`src/rtl/note_sequencer.sv`:
```
// Steps through three latched 100-beat note maps at a fixed tempo, presenting
// the current beat plus an 8-beat look-ahead window per colour and song progress.
module note_sequencer #(
  parameter int TICKS_PER_BEAT = 12_500_000
) (
  input  logic        clk,
  input  logic        reset,
  input  logic        start,
  input  logic        pause,
  input  logic        stop,
  input  logic [99:0] map_red,
  input  logic [99:0] map_yellow,
  input  logic [99:0] map_blue,
  input  logic [7:0]  total_notes,
  output logic [7:0]  win_red,
  output logic [7:0]  win_yellow,
  output logic [7:0]  win_blue,
  output logic [6:0]  beat_index,
  output logic        beat_pulse,
  output logic [7:0]  notes_emitted,
  output logic        count_match,
  output logic        busy,
  output logic        paused,
  output logic        done
);

  localparam int TICK_W = (TICKS_PER_BEAT > 1) ? $clog2(TICKS_PER_BEAT) : 1;
  localparam logic [TICK_W-1:0] TICK_LAST = TICK_W'(TICKS_PER_BEAT - 1);
  localparam logic [6:0] LAST_BEAT = 7'd99;

  typedef enum logic [2:0] {
    S_IDLE,
    S_LOAD,
    S_PLAY,
    S_PAUSE,
    S_DONE
  } state_t;

  state_t             state_q, state_d;
  logic [99:0]        red_q, red_d;
  logic [99:0]        yellow_q, yellow_d;
  logic [99:0]        blue_q, blue_d;
  logic [7:0]         total_q, total_d;
  logic [7:0]         emitted_q, emitted_d;
  logic [6:0]         beat_q, beat_d;
  logic [TICK_W-1:0]  tick_q, tick_d;
  logic               pulse_q, pulse_d;
  logic [8:0]         emitted_sum;
  logic               active;

  always_ff @(posedge clk or posedge reset) begin
    if (reset) begin
      state_q   <= S_IDLE;
      red_q     <= '0;
      yellow_q  <= '0;
      blue_q    <= '0;
      total_q   <= '0;
      emitted_q <= '0;
      beat_q    <= '0;
      tick_q    <= '0;
      pulse_q   <= 1'b0;
    end else begin
      state_q   <= state_d;
      red_q     <= red_d;
      yellow_q  <= yellow_d;
      blue_q    <= blue_d;
      total_q   <= total_d;
      emitted_q <= emitted_d;
      beat_q    <= beat_d;
      tick_q    <= tick_d;
      pulse_q   <= pulse_d;
    end
  end

  // Notes on the beat being retired, added with saturation at 255.
  assign emitted_sum = {1'b0, emitted_q} + {8'd0, red_q[0]}
                     + {8'd0, yellow_q[0]} + {8'd0, blue_q[0]};

  always_comb begin
    state_d   = state_q;
    red_d     = red_q;
    yellow_d  = yellow_q;
    blue_d    = blue_q;
    total_d   = total_q;
    emitted_d = emitted_q;
    beat_d    = beat_q;
    tick_d    = tick_q;
    pulse_d   = 1'b0;

    if (stop) begin
      state_d = S_IDLE;
    end else begin
      case (state_q)
        S_IDLE, S_DONE: begin
          if (start) state_d = S_LOAD;
        end
        S_LOAD: begin
          red_d     = map_red;
          yellow_d  = map_yellow;
          blue_d    = map_blue;
          total_d   = total_notes;
          emitted_d = '0;
          beat_d    = '0;
          tick_d    = '0;
          pulse_d   = 1'b1;
          state_d   = S_PLAY;
        end
        S_PLAY: begin
          // Pause takes precedence over a retire landing in the same cycle.
          if (pause) begin
            state_d = S_PAUSE;
          end else if (tick_q == TICK_LAST) begin
            emitted_d = emitted_sum[8] ? 8'hFF : emitted_sum[7:0];
            if (beat_q == LAST_BEAT) begin
              state_d = S_DONE;
            end else begin
              red_d    = {1'b0, red_q[99:1]};
              yellow_d = {1'b0, yellow_q[99:1]};
              blue_d   = {1'b0, blue_q[99:1]};
              beat_d   = beat_q + 7'd1;
              tick_d   = '0;
              pulse_d  = 1'b1;
            end
          end else begin
            tick_d = tick_q + TICK_W'(1);
          end
        end
        S_PAUSE: begin
          if (!pause) state_d = S_PLAY;
        end
        default: state_d = S_IDLE;
      endcase
    end
  end

  assign active        = (state_q == S_PLAY) || (state_q == S_PAUSE);
  assign win_red       = active ? red_q[7:0] : 8'd0;
  assign win_yellow    = active ? yellow_q[7:0] : 8'd0;
  assign win_blue      = active ? blue_q[7:0] : 8'd0;
  assign beat_index    = (active || state_q == S_DONE) ? beat_q : 7'd0;
  assign beat_pulse    = pulse_q;
  assign notes_emitted = emitted_q;
  assign count_match   = (state_q == S_DONE) && (emitted_q == total_q);
  assign busy          = (state_q == S_LOAD) || active;
  assign paused        = (state_q == S_PAUSE);
  assign done          = (state_q == S_DONE);

endmodule

```
`config.mk`:
```
export PLATFORM = sky130hd
export DESIGN_NAME = note_sequencer
export DESIGN_NICKNAME = d
export VERILOG_FILES = /design/src/rtl/note_sequencer.sv
export SDC_FILE = /design/constraint.sdc
export NUM_CORES = 1
export LEC_CHECK = 0
export ABC_AREA = 1
export BUFFER_PORTS_ARGS = -buffer_cell sky130_fd_sc_hd__buf_4
export CAP_MARGIN = 40
export CELL_PAD_IN_SITES_DETAIL_PLACEMENT = 0
export CELL_PAD_IN_SITES_GLOBAL_PLACEMENT = 2
export CORE_ASPECT_RATIO = 0.9
export CORE_MARGIN = 4
export CORE_UTILIZATION = 30
export DETAILED_ROUTE_END_ITERATION = 7
export HOLD_SLACK_MARGIN = 0.12
export PLACE_DENSITY_LB_ADDON = 0.1
export SLEW_MARGIN = 20
export SYNTH_ARGS = -nofsm -noshare
export SYNTH_HDL_FRONTEND = slang
export SYNTH_SLANG_ARGS = --single-unit
```
`constraint.sdc`:
```
create_clock -name clk -period 14.5 [get_ports clk]
set_input_delay 2.9 -clock clk [delete_from_list [all_inputs] [get_ports clk]]
set_output_delay 2.9 -clock clk [all_outputs]
set_load 0.005 [all_outputs]
```
# Yosys cells after proc, flatten, opt, wreduce, memory -nomap -nowiden
# Cells that the tools add are included.
# classes
bitwise_logic,1
add_sub_neg,5
n_reduce_logical,12
n_mux,40
eq_ne,15
# op_table
op,n
$mux W100,9
$pmux W100 S2,3
$mux W24,3
$mux W8,6
$pmux W24 S2,1
$mux W7,4
$add A24 B1 Y24 const B,1
$eq A24 B24 Y1 const B,1
$add A9 B1 Y9,2
$mux W3,6
$pmux W8 S2,1
$pmux W7 S2,1
$pmux W3 S4,1
$reduce_and A4 Y1,3
$add A8 B1 Y9,1
$ne A3 B3 Y1 const B,3
$eq A8 B8 Y1,1
$ne A4 B4 Y1 const B,2
$add A7 B1 Y7 const B,1
$eq A7 B7 Y1 const B,1
$eq A3 B2 Y1 const B,2
$ne A2 B2 Y1 const B,3
$reduce_and A5 Y1,1
$mux W1,4
10 further kinds,12
# totals
word_cells,82
out_inout_bits,44
inputBits,313
register_bits,351

# Longest topological paths before layout
# Gate-level depths: netlist of run 1.
# depth
word_depth,7
ltp_mapped,13
mapped_depth_nobuf,13

# Least setup slack after synthesis of run 1
# No wires, ideal clock.
# synth_timing
kind,input to register
start,in stop
end,reg tick_q[0]
slack_ps,10359
stages,9
required_time_ps,14370
arrival_ps,4011
setup_time_ps,130
n_path_buf,1
path_cell_list,inv_1 -> nand3_1 -> nand2_1 -> nand2_1 -> inv_2 -> nand2_1 -> clkbuf_1 -> nand2_1 -> o21ai_0
# synth_via
elab_chain_len,2
# synth_rtl
element,line_no,rtl
start: declaration,10,"input logic stop,"
$not A1 Y1 (no source line),--,
$reduce_and A4 Y1 (no source line),--,
end signal: assignment,70,tick_q <= tick_d;
end: declaration,46,"logic [TICK_W-1:0] tick_q, tick_d;"
# No other way between the ends.
# A chain may end at the register's enable or synchronous reset.

# Worst setup path in the final report of run 1
# layout_timing
start,reg state_q[2]
end,out beat_index[0]
# layout_via
elab_chain_len,4
word_cells_on_any_way,6
cone_classes,eq/ne (3); mux (1); reduce/logical (2)
# layout_rtl
element,line_no,rtl
start: declaration,39,"state_t state_q, state_d;"
start signal: assignment,63,state_q <= state_d;
$eq A3 B2 Y1,136,assign active = (state_q == S_PLAY) || (state_q == S_PAUSE);
$logic_or A1 B1 Y1,136,
$logic_or A1 B1 Y1 (*),140,assign beat_index = (active || state_q == S_DONE) ? beat_q : 7'd0;
$mux W7 (*),140,
end: declaration,18,"output logic [6:0] beat_index,"
# Every way passes the cells marked *; elsewhere a longest branch is shown, timed or not.

==> results by group, run 1 <==
Routing
  • Drt wl/cell: 16.3 um
  • # DRC: 0
  • Detailed Routing Iterations Pass 1: 8
  • Final wirelength: 63900 um
  • Antenna Violating Nets Remaining: 0
  • Via Count: 18180
  • Vias/cell: 4.65
  • Initial DRC Count: 1485

Finish
  • Nets@finish: 3352
  • Post-route design area: 23900 um2
  • Area growth syn-to-layout: 25.5%
  • Fraction of layout cells with a size suffix above 1: 0.158

Synth
  • Syn Area/Cell: 6.86 um2
  • Syn Std Cell Area: 19000 um2
  • Post-synthesis sequential area ratio: 0.462
  • Post-synth EDFFs: 0
  • #FFs+latches synth: 351
  • Async SR Flop Fraction: 1.00
  • Syn_nets: 3090
  • Most used flip-flop cell after synthesis: dfrtp_1
  • Yosys warns: 0
  • Synth cell types: 34
  • Mapped Cells: 2771

Critical path
  • WP data arrival: 2.50 ns
  • Crit-path max cell delay: 0.52 ns
  • Critical Path Start: state_q[2]
  • Slowest cell on the critical path: nand2_2
  • Delay-heaviest family, CP: simple AND/OR/NAND/NOR gates
  • Crit path to: beat_index[0]
  • Reg-to-reg startpoint: state_q[2]
  • Worst setup EP type: primary output
  • CP Max Fanout: 26
  • WP data required: 11.60 ns
  • Critical path type: reg2out
  • R2r worst-path depth: 16
  • RR Endpoint: beat_q[0]
  • CP Cell Sequence: inv_2 -> nand2_2 -> inv_1 -> nor2_1 -> nor2_1 -> buf_4
  • CP bufs+invs: 3
  • Critical Path Stages: 6
  • Flop-to-flop setup slack: 10.51 ns
  • Startpoint Class: register
  • CP most frequent cell: nor2_1

STA
  • Crit share post-route: 0.372
  • Hold Vio Cnt, Final: 0
  • Final Max Tran Viols: 0
  • Fmax: 0.185 GHz
  • Min cycle time layout: 5.40 ns
  • Setup Skew: 0.0205 ns
  • RSZ-0062 raised after global routing: no
  • Final Setup Violations: 0
  • Worst-margin pin slew: 1.14 ns
  • TNS Setup: 0 ns
  • Final WS setup: 9.10 ns
  • Max-Slew Margin vs Limit: 0.238

Die
  • FP Rows: 87
  • Full die area: 67500 um2
  • Chip width: 273 um
  • Initial core utilization: 0.303
  • Core area: 62700 um2
  • I/O Pins: 357
  • Die Ht: 247 um

Placement
  • Dpl cell area: 22300 um2
  • Port Buffers: 356
  • RD Place Congestion: 0.808
  • Dpl ws: 8.66 ns
  • HPWL after DPL: 41100 um

CTS
  • Clk_lat worst skew: 0.57 ns
  • Post-CTS Repair Setup Buffers: 0
  • Clk buf depth: 3
  • Cts bufs inserted: 44
  • H-tree depth: 2
  • CTS tree: built
  • CTS resizes: 0
  • Clock transition at the registers of the reported paths: 0.06 ns
  • Hold Buf Count CTS: 0
  • Root Buffer: clkbuf_16
  • Clock sink count: 351

Power
  • Leak pwr: 13.1 nW
  • Total Power: 3.97 mW
  • Power per cell area: 166 nW/um2
  • Peak supply drop: 128 uV

GRT
  • Vias in the first global route: 17445
  • Global-route wire length before repair: 99900 um
  • GRT Util Overall: 0.183
  • Pin count of the biggest net entering global routing: 202
  • GRT overflow: 0
  • Initial antenna violation count: 2

Min path
  • Worst Hold Class: reg2reg
  • HP Start: red_q[99]

Outcome
  • Run status: finished, final reports clean

Flow run
  • Max-Cap Viols: 0
routing by layer:
layer,track usage,wire [um],share of wire,up-vias
met1,0.274,31300,0.49,8553
met4,0.0434,1190,0.019,2
li1,-,-,-,9136
met3,0.0308,3330,0.052,65
met2,0.276,28100,0.44,424
met5,0,12,0.00019,-
power breakdown:
| group | leakage (nW) | switching (mW) | internal (mW) |
|---|---|---|---|
| sequential | 4.47 | 0.212 | 1.37 |
| clock | 0.692 | 0.445 | 0.648 |
| combinational | 7.99 | 0.801 | 0.492 |
| total | 13.1 | 1.46 | 2.51 |
worst min-delay path by stage:
stage / endpoint / slack [ns] / depth (start not counted)
floorplan: blue_q[99] / 0.44 / 2
global placement: red_q[99] / 0.46 / 2
detailed placement: red_q[99] / 0.46 / 2
CTS: red_q[99] / 0.48 / 2
global route: red_q[99] / 0.50 / 2
finish: red_q[99] / 0.47 / 2
cell type report:
cell class / count / area [um2]
fill: 6784 / 38800
multi-input combinational: 2162 / 9020
sequential: 351 / 8780
timing repair buffer: 390 / 3270
clock buffer: 69 / 1300
tap: 845 / 1060
inverter: 84 / 323
clock inverter: 10 / 108
antenna: 2 / 5.00
Yosys cell counts (2+ instances only):
cell type | instances | area (um2)
a21oi_1 | 5 | 25.0
buf_6 | 28 | 315
buf_2 | 44 | 220
o21ai_1 | 9 | 45.0
clkbuf_1 | 80 | 300
or2_2 | 4 | 25.0
nand2_4 | 3 | 33.8
o21ai_0 | 40 | 200
o21bai_1 | 3 | 22.5
nor3b_1 | 2 | 15.0
nand3_1 | 345 | 1730
nor3_1 | 5 | 25.0
mux2_2 | 8 | 90.1
fa_1 | 2 | 40.0
buf_1 | 20 | 75.1
nand4_1 | 18 | 113
xnor2_1 | 6 | 52.6
nor2_4 | 3 | 33.8
dfrtp_1 | 351 | 8780
nand2_1 | 1600 | 6010
inv_2 | 5 | 18.8
xor2_1 | 8 | 70.1
ha_1 | 4 | 50.1
buf_8 | 2 | 30.0
inv_1 | 79 | 297
nor2_1 | 89 | 334
layout by cell type (no fill, tap or decap), drive strengths merged, types with 4 or more instances in the layout:
cell    count
a21oi       5
buf       390
clkbuf     69
clkinv      6
dfrtp     351
ha          4
inv        86
mux2        8
nand2    1604
nand3     345
nand4      18
nor2       93
nor3        5
o21ai      49
or2         4
xnor2       6
xor2        8
tightest hold or removal path, stage by stage (launching register included):
cell	delay, ns
dfrtp_1	0.35
nand2_1	0.05
nand2_1	0.05
stage by stage:
| stage | std cells | hold WS (ns) | util |
|---|---|---|---|
| finish | 3913 | 0.474 | 0.381 |
| global route | 3911 | 0.501 | 0.380 |
| CTS | 3906 | 0.478 | 0.378 |
| detailed placement | 3827 | 0.463 | 0.356 |
| global placement | 3814 | 0.460 | 0.351 |
| floorplan | 2771 | 0.442 | - |
flip-flops by register name, indices dropped and copies added (netlist names):
register       flops
tick_q            24
blue_q           100
notes_emitted      8
state_q            3
red_q            100
beat_pulse         1
beat_q             7
total_q            8
yellow_q         100
cells by family after synthesis:
group | share of synthesized area
AND/OR/NAND/NOR | 0.439
flip-flops | 0.462
buffers and inverters | 0.0661
AO/OA/AOI/OAI | 0.0169
XOR/XNOR | 0.00645
multiplexers | 0.00474
adder cells (fa/ha/maj) | 0.00474
Power figures use the tool's default switching activity.
==> inputs of run 2 (changes only) <==
- ABC_AREA: 1 -> 0
- clock period: 14.5 -> 5.3 ns (I/O delays scaled with it)
==> run 2 against run 1 <==
Cell count down 21%; critical path type unchanged; highest routed layer unchanged; hold slack better by 0.0079 ns; area after synthesis down 4.4%; register-to-register slack worse by 8.9 ns; sequential cell count unchanged; count of clock-buffer cells in the layout down 4; critical path depth down 1; sequential power rose to 2.8 times the previous value; final area down 4.1%; combinational power up 98%; largest power group unchanged; utilization up 0.14 points; sequential share of layout area up 1.6 points.
==> results by group, run 2 <==
Synth
  • Post-synth top area cell: dfrtp_1
  • Post-synth EDFFs: 0
  • Syn Area/Cell: 9.29 um2
  • Syn Std Cell Area: 18200 um2
  • #FFs+latches synth: 351
  • Synth cell types: 64
  • Top cells by count, synth: nand2_1, dfrtp_1, mux2_1
  • Post-synth top area share: 0.483
  • Count leader, synth: nand2_1
  • Main area contributors after synthesis: dfrtp_1, nand2_1, mux2_1
  • Syn_nets: 2277
  • Post-synthesis sequential area ratio: 0.483
  • Yosys warns: 0
  • Async SR Flop Fraction: 1.00
  • Most used flip-flop cell after synthesis: dfrtp_1
  • Mapped Cells: 1958

GRT
  • Global-route wire length before repair: 84900 um
  • GRT overflow: 0
  • Initial antenna violation count: 4
  • GRT Util Overall: 0.163
  • Vias in the first global route: 15094
  • Pin count of the biggest net entering global routing: 175

Routing
  • Antenna Violating Nets Remaining: 0
  • Via Count: 14312
  • Initial DRC Count: 762
  • Final wirelength: 53500 um
  • Detailed Routing Iterations Pass 1: 5
  • Vias/cell: 4.63
  • # DRC: 0
  • Drt wl/cell: 17.3 um

Placement
  • Dpl ws: 1.44 ns
  • HPWL after DPL: 36800 um
  • Dpl cell area: 21400 um2
  • RD Place Congestion: 0.737
  • Port Buffers: 356

Die
  • Full die area: 64600 um2
  • Initial core utilization: 0.304
  • I/O Pins: 357
  • Chip width: 268 um
  • Die Ht: 242 um
  • Core area: 59900 um2
  • FP Rows: 85

STA
  • Max-Slew Margin vs Limit: 0.367
  • Hold Vio Cnt, Final: 0
  • Final WS setup: 1.61 ns
  • RSZ-0062 raised after global routing: no
  • Crit share post-route: 0.697
  • Worst-margin pin slew: 0.949 ns
  • Final Max Tran Viols: 0
  • Setup Skew: 0.0164 ns
  • Min cycle time layout: 3.69 ns
  • Final Setup Violations: 0
  • Fmax: 0.271 GHz

Critical path
  • CP Cell Sequence: nor2b_2 -> buf_4 -> nor2_1 -> nor2b_1 -> buf_4
  • Slowest cell on the critical path: nor2b_2
  • WP data arrival: 2.63 ns
  • CP Max Fanout: 14
  • Worst setup EP type: primary output
  • Startpoint Class: register
  • Critical path type: reg2out
  • WP data required: 4.24 ns
  • Crit-path max cell delay: 0.70 ns
  • CP most frequent cell: buf_4

Finish
  • Largest registers: blue_q (100), red_q (100), yellow_q (100)
  • Nets@finish: 2589
  • Commonest non-fill, non-tap cell in the layout: nand2_1
  • Commonest cells after routing, fill and taps aside: nand2_1, buf_4, dfrtp_1
  • Fraction of layout cells with a size suffix above 1: 0.225
  • Post-route design area: 22900 um2
  • Area growth syn-to-layout: 25.7%
  • Filler cell count: 6225

CTS
  • Clock transition at the registers of the reported paths: 0.06 ns
  • Post-CTS Repair Setup Buffers: 0
  • Cts bufs inserted: 43
  • Hold Buf Count CTS: 0
  • Clk buf depth: 3
  • CTS resizes: 0
  • H-tree depth: 2
  • Clk_lat worst skew: 0.55 ns
  • CTS tree: built
  • Root Buffer: clkbuf_16
  • Clock sink count: 351

Power
  • Leak pwr: 11.3 nW
  • Peak supply drop: 232 uV
  • Power per cell area: 438 nW/um2

Outcome
  • Run status: finished, final reports clean

Flow run
  • Max-Cap Viols: 0

Min path
  • Worst Hold Class: reg2reg
[run 2: worst paths after layout]
check	from	to	slack, ns	cells past startpoint
max in group asynchronous	reset	notes_emitted[6]	3.49	3
hold reg to reg	red_q[53]	red_q[53]	0.48	1
min in group asynchronous	reset	red_q[74]	0.54	2
hold / removal	red_q[53]	red_q[53]	0.48	1
setup / recovery	state_q[1]	beat_index[5]	1.61	5
setup reg to reg	state_q[0]	red_q[35]	1.61	7
[run 2: through the flow]
step           hold slack (ns)  TNS (ns)  power (mW)  utilization  instances
2_1_floorplan            0.457   -161.60        6.36            -       1958
3_3_place_gp             0.467         0        7.05        0.357       3003
3_5_place_dp             0.475         0        7.18        0.358       3007
4_1_cts                  0.487         0        10.2        0.382       3086
5_1_grt                  0.498         0        10.8        0.382       3087
6_report                 0.482         0        10.0        0.382       3088
[run 2: power by group]
group          leakage (nW)  internal [mW]  switching (mW)  total, mW
Clock                 0.721           1.78            1.17       2.95
Combinational          6.32           1.33            1.23       2.56
Sequential             4.29           3.89           0.616       4.51
[run 2: kinds of logic after synthesis]
kind of cell | Yosys count | synth area share
and+or+nand+nor | 1064 | 0.240
DFF | 351 | 0.483
muxes | 310 | 0.192
buffers and inverters | 130 | 0.0435
AOI/OAI and AO/OA | 84 | 0.0309
xor gates and xnor gates | 13 | 0.00626
adders and majority gates | 6 | 0.00495
[run 2: area by class of cell]
class,instances,area (um2),area share
Inverter,14,68.8,0.00301
Multi-Input combinational cell,1477,8620,0.377
Clock inverter,14,95.1,0.00416
Sequential cell,351,8780,0.384
Clock buffer,65,1330,0.0582
Tap cell,783,980,0.0428
Antenna cell,1,2.50,0.000109
Timing Repair Buffer,383,2980,0.130
[run 2: critical path: cells and delay by family (launching register included)]
kind,cells,cell delay [ns]
simple gates,3,1.05
buf+inv,2,0.49
flops,1,0.53
[run 2: metal layers]
| metal | wire length (um) | vias to the layer above | share of wire | global-route usage |
|---|---|---|---|---|
| li1 | - | 7060 | - | - |
| met1 | 24900 | 6901 | 0.47 | 0.226 |
| met2 | 24600 | 271 | 0.46 | 0.262 |
| met3 | 2710 | 74 | 0.051 | 0.0316 |
| met4 | 1210 | 6 | 0.023 | 0.0448 |
| met5 | 43 | - | 0.00080 | 0 |
